===== config.mk =====
export PLATFORM = sky130hd
export DESIGN_NAME = multicycle_ctrl
export DESIGN_NICKNAME = d
export VERILOG_FILES = /design/src/rtl/multicycle_ctrl.sv
export SDC_FILE = /design/constraint.sdc
export NUM_CORES = 1
export LEC_CHECK = 0
export BUFFER_PORTS_ARGS = -buffer_cell sky130_fd_sc_hd__buf_2
export CORE_MARGIN = 5
export CORE_UTILIZATION = 45
export CTS_BUF_LIST = sky130_fd_sc_hd__clkbuf_4 sky130_fd_sc_hd__clkbuf_8
export DETAILED_ROUTE_END_ITERATION = 12
export GPL_ROUTABILITY_DRIVEN = 0
export PLACE_DENSITY = 0.84
export SKIP_CTS_REPAIR_TIMING = 1
export SYNTH_ARGS = -nofsm -noshare
export SYNTH_HDL_FRONTEND = slang
export SYNTH_SLANG_ARGS = --single-unit

===== constraint.sdc =====
create_clock -name clk -period 2.2 [get_ports clk]
set_clock_uncertainty 0.2 [all_clocks]
set_input_delay 0.22 -clock clk [delete_from_list [all_inputs] [get_ports clk]]
set_output_delay 0.22 -clock clk [all_outputs]
set_load 0.005 [all_outputs]

===== src/rtl/multicycle_ctrl.sv =====
// Multicycle control FSM for the ARM-subset core: fetch/decode/execute/memory/writeback
// sequencing with memory wait-states, stall timeout fault and STRB byte lanes.
module multicycle_ctrl #(
  parameter bit          MEM_WAIT = 1'b1,
  parameter int unsigned TIMEOUT  = 16
) (
  input  logic        clk,
  input  logic        reset,
  input  logic [31:0] Instr,
  input  logic [3:0]  ALUFlags,
  input  logic [1:0]  addr_lo,
  input  logic        mem_ready,
  output logic [3:0]  StatusRegister,
  output logic        PCWrite,
  output logic        IRWrite,
  output logic        RegWrite,
  output logic        MemWrite,
  output logic        AdrSrc,
  output logic        ALUSrcA,
  output logic [1:0]  ALUSrcB,
  output logic [1:0]  ResultSrc,
  output logic [1:0]  ImmSrc,
  output logic [1:0]  RegSrc,
  output logic [3:0]  ALUControl,
  output logic [3:0]  byteEnable,
  output logic        branch_link,
  output logic        fault,
  output logic [3:0]  state
);

  typedef enum logic [3:0] {
    StFetch  = 4'd0,
    StDecode = 4'd1,
    StMemAdr = 4'd2,
    StMemRd  = 4'd3,
    StMemWb  = 4'd4,
    StMemWr  = 4'd5,
    StExecR  = 4'd6,
    StExecI  = 4'd7,
    StAluWb  = 4'd8,
    StBranch = 4'd9,
    StHalt   = 4'd15
  } state_e;

  localparam logic [15:0] StallLimit = 16'(TIMEOUT - 1);

  state_e      state_q, state_d;
  logic [3:0]  status_q, status_d;
  logic [15:0] stall_q, stall_d;
  logic        fault_q, fault_d;

  logic [1:0] op;
  logic [3:0] cmd, cond;
  logic       imm, s_bit, load, byte_op, up, link;
  logic       flag_n, flag_z, flag_c, flag_v;
  logic       cond_pass, ready, mem_state, arith;
  logic       unused_instr;

  assign cond    = Instr[31:28];
  assign op      = Instr[27:26];
  assign imm     = Instr[25];
  assign cmd     = Instr[24:21];
  assign s_bit   = Instr[20];
  assign load    = Instr[20];
  assign byte_op = Instr[22];
  assign up      = Instr[23];
  assign link    = Instr[24];
  assign unused_instr = ^Instr[19:0];

  assign {flag_n, flag_z, flag_c, flag_v} = status_q;

  always_comb begin
    unique case (cond)
      4'h0: cond_pass = flag_z;
      4'h1: cond_pass = ~flag_z;
      4'h2: cond_pass = flag_c;
      4'h3: cond_pass = ~flag_c;
      4'h4: cond_pass = flag_n;
      4'h5: cond_pass = ~flag_n;
      4'h6: cond_pass = flag_v;
      4'h7: cond_pass = ~flag_v;
      4'h8: cond_pass = flag_c & ~flag_z;
      4'h9: cond_pass = ~flag_c | flag_z;
      4'ha: cond_pass = (flag_n == flag_v);
      4'hb: cond_pass = (flag_n != flag_v);
      4'hc: cond_pass = ~flag_z & (flag_n == flag_v);
      4'hd: cond_pass = flag_z | (flag_n != flag_v);
      4'he: cond_pass = 1'b1;
      4'hf: cond_pass = 1'b0;
    endcase
  end

  // With wait-states disabled every access completes in one cycle.
  assign ready     = mem_ready | ~MEM_WAIT;
  assign mem_state = (state_q == StFetch) || (state_q == StMemRd) || (state_q == StMemWr);
  assign arith     = (cmd inside {[4'b0010 : 4'b0111], 4'b1010, 4'b1011});

  always_comb begin
    state_d  = state_q;
    stall_d  = '0;
    fault_d  = fault_q;
    status_d = status_q;
    unique case (state_q)
      StFetch:  if (ready) state_d = StDecode;
      StDecode: begin
        if (!cond_pass || op == 2'b11) state_d = StFetch;
        else if (op == 2'b01)          state_d = StMemAdr;
        else if (op == 2'b00)          state_d = imm ? StExecI : StExecR;
        else                           state_d = StBranch;
      end
      StMemAdr: state_d = load ? StMemRd : StMemWr;
      StMemRd:  if (ready) state_d = StMemWb;
      StMemWb:  state_d = StFetch;
      StMemWr:  if (ready) state_d = StFetch;
      StExecR, StExecI: begin
        state_d = StAluWb;
        if (s_bit) begin
          status_d[3:2] = ALUFlags[3:2];
          if (arith) status_d[1:0] = ALUFlags[1:0];
        end
      end
      StAluWb:  state_d = StFetch;
      StBranch: state_d = StFetch;
      StHalt:   state_d = StHalt;
      default:  state_d = StFetch;
    endcase
    // A completing access always wins over the timeout.
    if (mem_state && !ready) begin
      if (stall_q >= StallLimit) begin
        state_d = StHalt;
        fault_d = 1'b1;
      end else begin
        stall_d = stall_q + 16'd1;
      end
    end
  end

  always_ff @(posedge clk or negedge reset) begin
    if (!reset) begin
      state_q  <= StFetch;
      status_q <= '0;
      stall_q  <= '0;
      fault_q  <= 1'b0;
    end else begin
      state_q  <= state_d;
      status_q <= status_d;
      stall_q  <= stall_d;
      fault_q  <= fault_d;
    end
  end

  always_comb begin
    PCWrite     = 1'b0;
    IRWrite     = 1'b0;
    RegWrite    = 1'b0;
    MemWrite    = 1'b0;
    AdrSrc      = 1'b0;
    ALUSrcA     = 1'b0;
    ALUSrcB     = 2'b00;
    ResultSrc   = 2'b00;
    ImmSrc      = 2'b00;
    RegSrc      = 2'b00;
    ALUControl  = 4'b0000;
    byteEnable  = 4'b0000;
    branch_link = 1'b0;
    unique case (state_q)
      StFetch: begin
        IRWrite    = ready;
        PCWrite    = ready;
        ALUSrcA    = 1'b1;
        ALUSrcB    = 2'b10;
        ALUControl = 4'b0100;
        ResultSrc  = 2'b10;
      end
      StDecode: begin
        ALUSrcA    = 1'b1;
        ALUSrcB    = 2'b10;
        ALUControl = 4'b0100;
        ResultSrc  = 2'b10;
        RegSrc     = {(op == 2'b01) && !load, op == 2'b10};
      end
      StMemAdr: begin
        ALUSrcB    = 2'b01;
        ImmSrc     = 2'b01;
        ALUControl = up ? 4'b0100 : 4'b0010;
      end
      StMemRd: AdrSrc = 1'b1;
      StMemWb: begin
        AdrSrc    = 1'b1;
        ResultSrc = 2'b01;
        RegWrite  = 1'b1;
      end
      StMemWr: begin
        AdrSrc     = 1'b1;
        MemWrite   = ready;
        byteEnable = byte_op ? (4'b0001 << addr_lo) : 4'b1111;
      end
      StExecR: ALUControl = cmd;
      StExecI: begin
        ALUSrcB    = 2'b01;
        ALUControl = cmd;
      end
      StAluWb: RegWrite = (cmd[3:2] != 2'b10);
      StBranch: begin
        ALUSrcA     = 1'b1;
        ALUSrcB     = 2'b01;
        ImmSrc      = 2'b10;
        ALUControl  = 4'b0100;
        ResultSrc   = 2'b10;
        PCWrite     = 1'b1;
        RegWrite    = link;
        branch_link = link;
      end
      default: ;
    endcase
  end

  assign state          = state_q;
  assign StatusRegister = status_q;
  assign fault          = fault_q;

endmodule


==> results.toml, run 1 <==
[synth]
synth.area.mux_share = 0.07198
ys_seq_elements = 25
yosysUniqueCellTypes = 41
async_reset_ff_frac = 1.000
synth-xor-area-share = 0.03599
syn_area_per_cell_um2 = 8.849
synth_edf_count = 0
synth-simple-area-share = 0.2656
synth_compound_gate_area_share = 0.1405
synth_top_family_by_area = "simple AND/OR/NAND/NOR gates"
ys_seq_area_frac = 0.4284
synth_warnings = 0
synthAdderAreaFrac = 0.008569
syn_inst = 165
syn-cell-area_mm2 = 0.001460
synth_flop_cell = "dfrtp_1"

[timing]
setup_viol = 0
worst_pin_slew_ps = 521.3
fin_ws_ps = 96.36
max_freq_ghz = 0.4754
hold_ws_ps = 33.39
hold_viol = 0
period_share = 0.9562
drv_slew = 0
relSlewSlack = 0.6525
fin_crit_ps = 2104

[layout]
layout_common_cells = "buf_2 (52), dfrtp_1 (21), nor2_1 (18), conb_1 (12), nand3_1 (11)"
antenna_cells = 0
drive_above_1_share = 0.3532
syn2layout_area_growth_pct = 32.39
final.fill_count = 258
multi_input_area_um2 = 835.8
seq_area_um2 = 630.6
finalNetCount = 278
mostFrequentLayoutCell = "buf_2"

[floorplan]
start_util = 0.4744
pin_count = 73
dieWidth_um = 66.96
die_h_um = 66.96
core_mm2 = 0.003078
dieArea_mm2 = 0.004484
rows = 20

[clock_network]
clock_sinks = 25
clk_path_buf_depth = 2
cts_tree = "built"
path_clk_slew_ps = 130
ctsHtreeMaxLevel = 1
numCtsBuffers = 3
worstSkewPairLatency_ps = 310
root_buffer = "clkbuf_4"

[worst_setup_path]
arrival_ps = 1680
crit_path_end_kind = "output pin"
crit_buf_inv = 1
r2r_setup_slack_ps = 370
crit_slowest_cell = "dfrtp_2"
crit_path_max_fanout = 9
critPathMaxStageDelay_ps = 480
cp_cell_sequence = "nand2b_2 > or2_2 > a21oi_1 > buf_2"
critPathTopFamily = "simple AND/OR/NAND/NOR gates"
critPathRequiredTime_ps = 1780
crit_path_start_kind = "register"
critical_path_class = "register to output pin"

[detailed_routing]
num_vias = 1395
drc_errors = 0
drt_iter0_markers = 74
postRouteWirelength_mm = 3.285
wire_per_inst_um = 11.77
postRouteAntennaNets = 0
vias_per_cell = 5.000
firstDrtPassIters = 4

[power_and_ir_drop]
p_int_mw = 0.5860
pwr-share-clk = 0.276
p_leak_nw = 0.9330
combPwrFrac = 0.099
switchingPower_mw = 0.1716
pwr-share-seq = 0.625
p_sw_frac = 0.2265
ir_drop_v = 0.0003212
p_per_area_mw_per_mm2 = 391.9

[global_routing]
grt_pass1_wl_mm = 5.271
grt_pass1_vias = 1239
antenna_found_initial = 0
grt_use_total = 0.1488
grt_max_degree = 26
overflow = 0

[place]
io_buffers = 52
pre_cts_ws_ps = 257.6
hpwl_mm = 2.638

[status]
status = "finished, final reports clean"

[job]
drv_cap = 0

[min_path]
hold_class = "input port to register"
## power groups by stage
stage	clock [mW]	sequential (mW)	combinational (mW)
finish	0.209	0.473	0.0750
global route	0.234	0.475	0.0859
CTS	0.220	0.474	0.0677
detailed placement	0	0.483	0.0676
global placement	0	0.482	0.0655
floorplan	0	0.482	0.0280
## registers in the layout (all words and copies together), names as in the netlist
signal          count
StatusRegister      4
stall_q            16
fault               1
state               4
## Yosys cell counts (2+ instances only)
cell type / instances / share of area
a21boi_0: 2 / 0.010
a21oi_1: 10 / 0.034
a31oi_1: 2 / 0.0086
buf_2: 3 / 0.010
clkbuf_1: 3 / 0.0077
dfrtp_1: 25 / 0.43
inv_1: 9 / 0.023
mux2_2: 4 / 0.031
mux2i_1: 6 / 0.041
nand2_1: 10 / 0.026
nand2b_1: 8 / 0.034
nand3_1: 11 / 0.038
nor2_1: 18 / 0.046
nor2_2: 2 / 0.0086
nor2b_1: 2 / 0.0086
nor3_1: 6 / 0.021
nor4_1: 5 / 0.021
o211ai_1: 4 / 0.021
o21ai_0: 6 / 0.021
o21bai_1: 2 / 0.010
o22ai_1: 2 / 0.0086
or2_2: 2 / 0.0086
xnor2_1: 4 / 0.024
xor2_1: 2 / 0.012
## path summary, 6_finish.rpt
check	from	end	cells after the start
max in group asynchronous	reset	state[1]	2
min in group asynchronous	reset	StatusRegister[1]	2
hold reg to reg	stall_q[0]	stall_q[0]	1
hold / removal	Instr[31]	state[1]	3
setup reg to reg	state[1]	state[0]	6
setup / recovery	state[1]	byteEnable[3]	4
## kinds of logic (layout without fill, tap and decap cells)
| logic type | after synthesis | after routing |
|---|---|---|
| XOR/XNOR | 6 | 6 |
| other | 1 | 12 |
| multiplexers | 10 | 10 |
| buffers and inverters | 16 | 75 |
| AND/OR/NAND/NOR | 73 | 73 |
| adder cells (fa/ha/maj) | 1 | 1 |
| flip-flops | 25 | 25 |
| AO/OA/AOI/OAI | 33 | 33 |
## tightest hold or removal path: cells and delay by family
family | cells | cell delay (ps)
buffers and inverters | 1 | 130
AOI/OAI and AO/OA | 1 | 90
and+or+nand+nor | 1 | 80
## per-stage QoR
step                total power [mW]  setup TNS [ps]    util  cell area [um^2]  std cells
global placement              0.5477               0  0.5841              1798        267
floorplan                     0.5097               0       -              1501        176
detailed placement            0.5503               0  0.5841              1798        267
finish                        0.7576               0  0.6280              1933        279
global route                  0.7949          -22.27  0.6280              1933        279
CTS                           0.7613          -452.1  0.5939              1828        271
## cell type report
type,instances,share of cell area
Timing Repair Buffer,62,0.1799
Tap cell,44,0.02848
Clock buffer,4,0.01553
Inverter,9,0.01748
Sequential cell,25,0.3262
Multi-Input combinational cell,135,0.4324
## layer usage
layer / global-route usage / routed length [um]
met1: 0.1930 / 1483
met2: 0.2512 / 1511
met3: 0.02361 / 290
met4: 0.04810 / 0
met5: 0 / 0
(Power assumes the default switching activity.)
==> inputs of run 2 (changes only) <==
--- a/config.mk
+++ b/config.mk
@@ -7,11 +7,11 @@
 export LEC_CHECK = 0
 export BUFFER_PORTS_ARGS = -buffer_cell sky130_fd_sc_hd__buf_2
 export CORE_MARGIN = 5
-export CORE_UTILIZATION = 45
+export CORE_UTILIZATION = 35
 export CTS_BUF_LIST = sky130_fd_sc_hd__clkbuf_4 sky130_fd_sc_hd__clkbuf_8
 export DETAILED_ROUTE_END_ITERATION = 12
 export GPL_ROUTABILITY_DRIVEN = 0
-export PLACE_DENSITY = 0.84
+export PLACE_DENSITY = 0.69
 export SKIP_CTS_REPAIR_TIMING = 1
 export SYNTH_ARGS = -nofsm -noshare
 export SYNTH_HDL_FRONTEND = slang
==> results.toml, run 2 (synthesis gave the netlist of run 1 again) <==
[floorplan]
die_h_um = 74.59
start_util = 0.3624
rows = 23
dieArea_mm2 = 0.005564
dieWidth_um = 74.59
pin_count = 73
core_mm2 = 0.004029

[worst_setup_path]
cp_cell_sequence = "nand2b_2 > or2_2 > a21oi_1 > buf_2"
crit_path_end_kind = "output pin"
crit_slowest_cell = "dfrtp_1"
crit_path_start_kind = "register"
arrival_ps = 1660
critPathMaxStageDelay_ps = 490
critPathRequiredTime_ps = 1780
crit_path_max_fanout = 10
critical_path_class = "register to output pin"

[place]
io_buffers = 52
placed_area_mm2 = 0.001821
hpwl_mm = 2.634

[timing]
hold_ws_ps = -1.427
rsz0062_at_grt = "false"
drv_slew = 0
worst_pin_slew_ps = 519.2
setup-tns-final_ps = 0
max_freq_ghz = 0.4797
period_share = 0.9476
relSlewSlack = 0.6539
setup_viol = 0
hold_viol = 1
fin_crit_ps = 2085

[clock_network]
cts_tree = "built"
clock_sinks = 25
worstSkewPairLatency_ps = 260
clk_path_buf_depth = 2
ctsHtreeMaxLevel = 1
path_clk_slew_ps = 80
numCtsBuffers = 3
root_buffer = "clkbuf_8"

[detailed_routing]
met1_length_mm = 1.466
postRouteAntennaNets = 0
vias_per_cell = 4.795
topRoutingLayerUsed = "met4"
postRouteWirelength_mm = 3.270
wl_met3_um = 320
wire_per_inst_um = 11.55
wl_met2_mm = 1.468
num_vias = 1357
drt_iter0_markers = 81
firstDrtPassIters = 4
drc_errors = 0

[layout]
layout_common_cells = "buf_2 (52), dfrtp_1 (25), nor2_1 (18), conb_1 (12), nand3_1 (11)"
regMostFlops = "stall_q"
mostFrequentLayoutCell = "buf_2"
antenna_cells = 0
final_core_util = 0.4739
drive_above_1_share = 0.3176
largest_reg_flops = 16
syn2layout_area_growth_pct = 30.76
finalNetCount = 276
fin_area_mm2 = 0.001909

[global_routing]
overflow = 0
grt_pass1_vias = 1235
antenna_found_initial = 0
grt_max_degree = 26
grt_pass1_wl_mm = 5.278
grt_use_total = 0.1191

[job]
drv_cap = 0

[status]
status = "finished with violations"
violations = "negative hold slack"

[power_and_ir_drop]
total_power_mw = 0.8019
p_leak_nw = 0.9211
p_per_area_mw_per_mm2 = 420.0
ir_drop_v = 0.0003474

[min_path]
hold_class = "input port to register"
==> run 2: cell types whose count changed in the layout (fill, tap and decap cells not counted), sizes merged <==
cell,previous run,this run
clkbuf,4,3
buf,57,56
dlygate4sd3,5,4
clkinv,0,1
==> run 2: final cells by class <==
type	count	area, um^2
flip-flops and latches	25	625.6
inverters	9	33.78
clock inverters	1	5.005
fillers	411	2120
multi-input cells	135	810.8
clock buffers	3	41.29
repair buffers	60	330.3
well taps	50	62.56
==> run 2: per-layer routing <==
| layer | vias up | GRT usage |
|---|---|---|
| met3 | 2 | 0.02432 |
| li1 | 698 | - |
| met2 | 39 | 0.1961 |
| met4 | 0 | 0.03953 |
| met1 | 618 | 0.1563 |
| met5 | - | 0 |
==> run 2: report_power, final <==
group	internal [mW]	switching (mW)
Clock	0.126	0.131
Combinational	0.0309	0.0413
Sequential	0.470	0.00269
==> run 2: per-stage QoR <==
stage / hold WS [ps] / setup WS, ps / cells
4_1_cts: -252.7 / 66.60 / 279
6_report: -1.427 / 115.3 / 283
3_3_place_gp: 25.06 / 300.7 / 275
5_1_grt: 5.289 / 0.1473 / 283
3_5_place_dp: 30.57 / 278.2 / 275
2_1_floorplan: -275.6 / 429.9 / 176
==> run 2: path summary, 6_finish.rpt <==
| check | start | endpoint | slack [ps] | cells past startpoint |
|---|---|---|---|---|
| max in group asynchronous | reset | state[3] | 1190 | 2 |
| min in group asynchronous | reset | fault | 260 | 2 |
| hold / removal | ALUFlags[1] | StatusRegister[1] | -1 | 2 |
| setup reg to reg | state[1] | StatusRegister[1] | 270 | 5 |
| setup / recovery | state[1] | byteEnable[2] | 120 | 4 |
| hold reg to reg | stall_q[0] | stall_q[0] | 280 | 1 |
==> run 2: critical path: cells and delay by family, from the launching register on <==
family | cells | cell delay (ps)
AOI/OAI and AO/OA | 1 | 120
DFF | 1 | 490
buffers and inverters | 1 | 130
and+or+nand+nor | 2 | 670
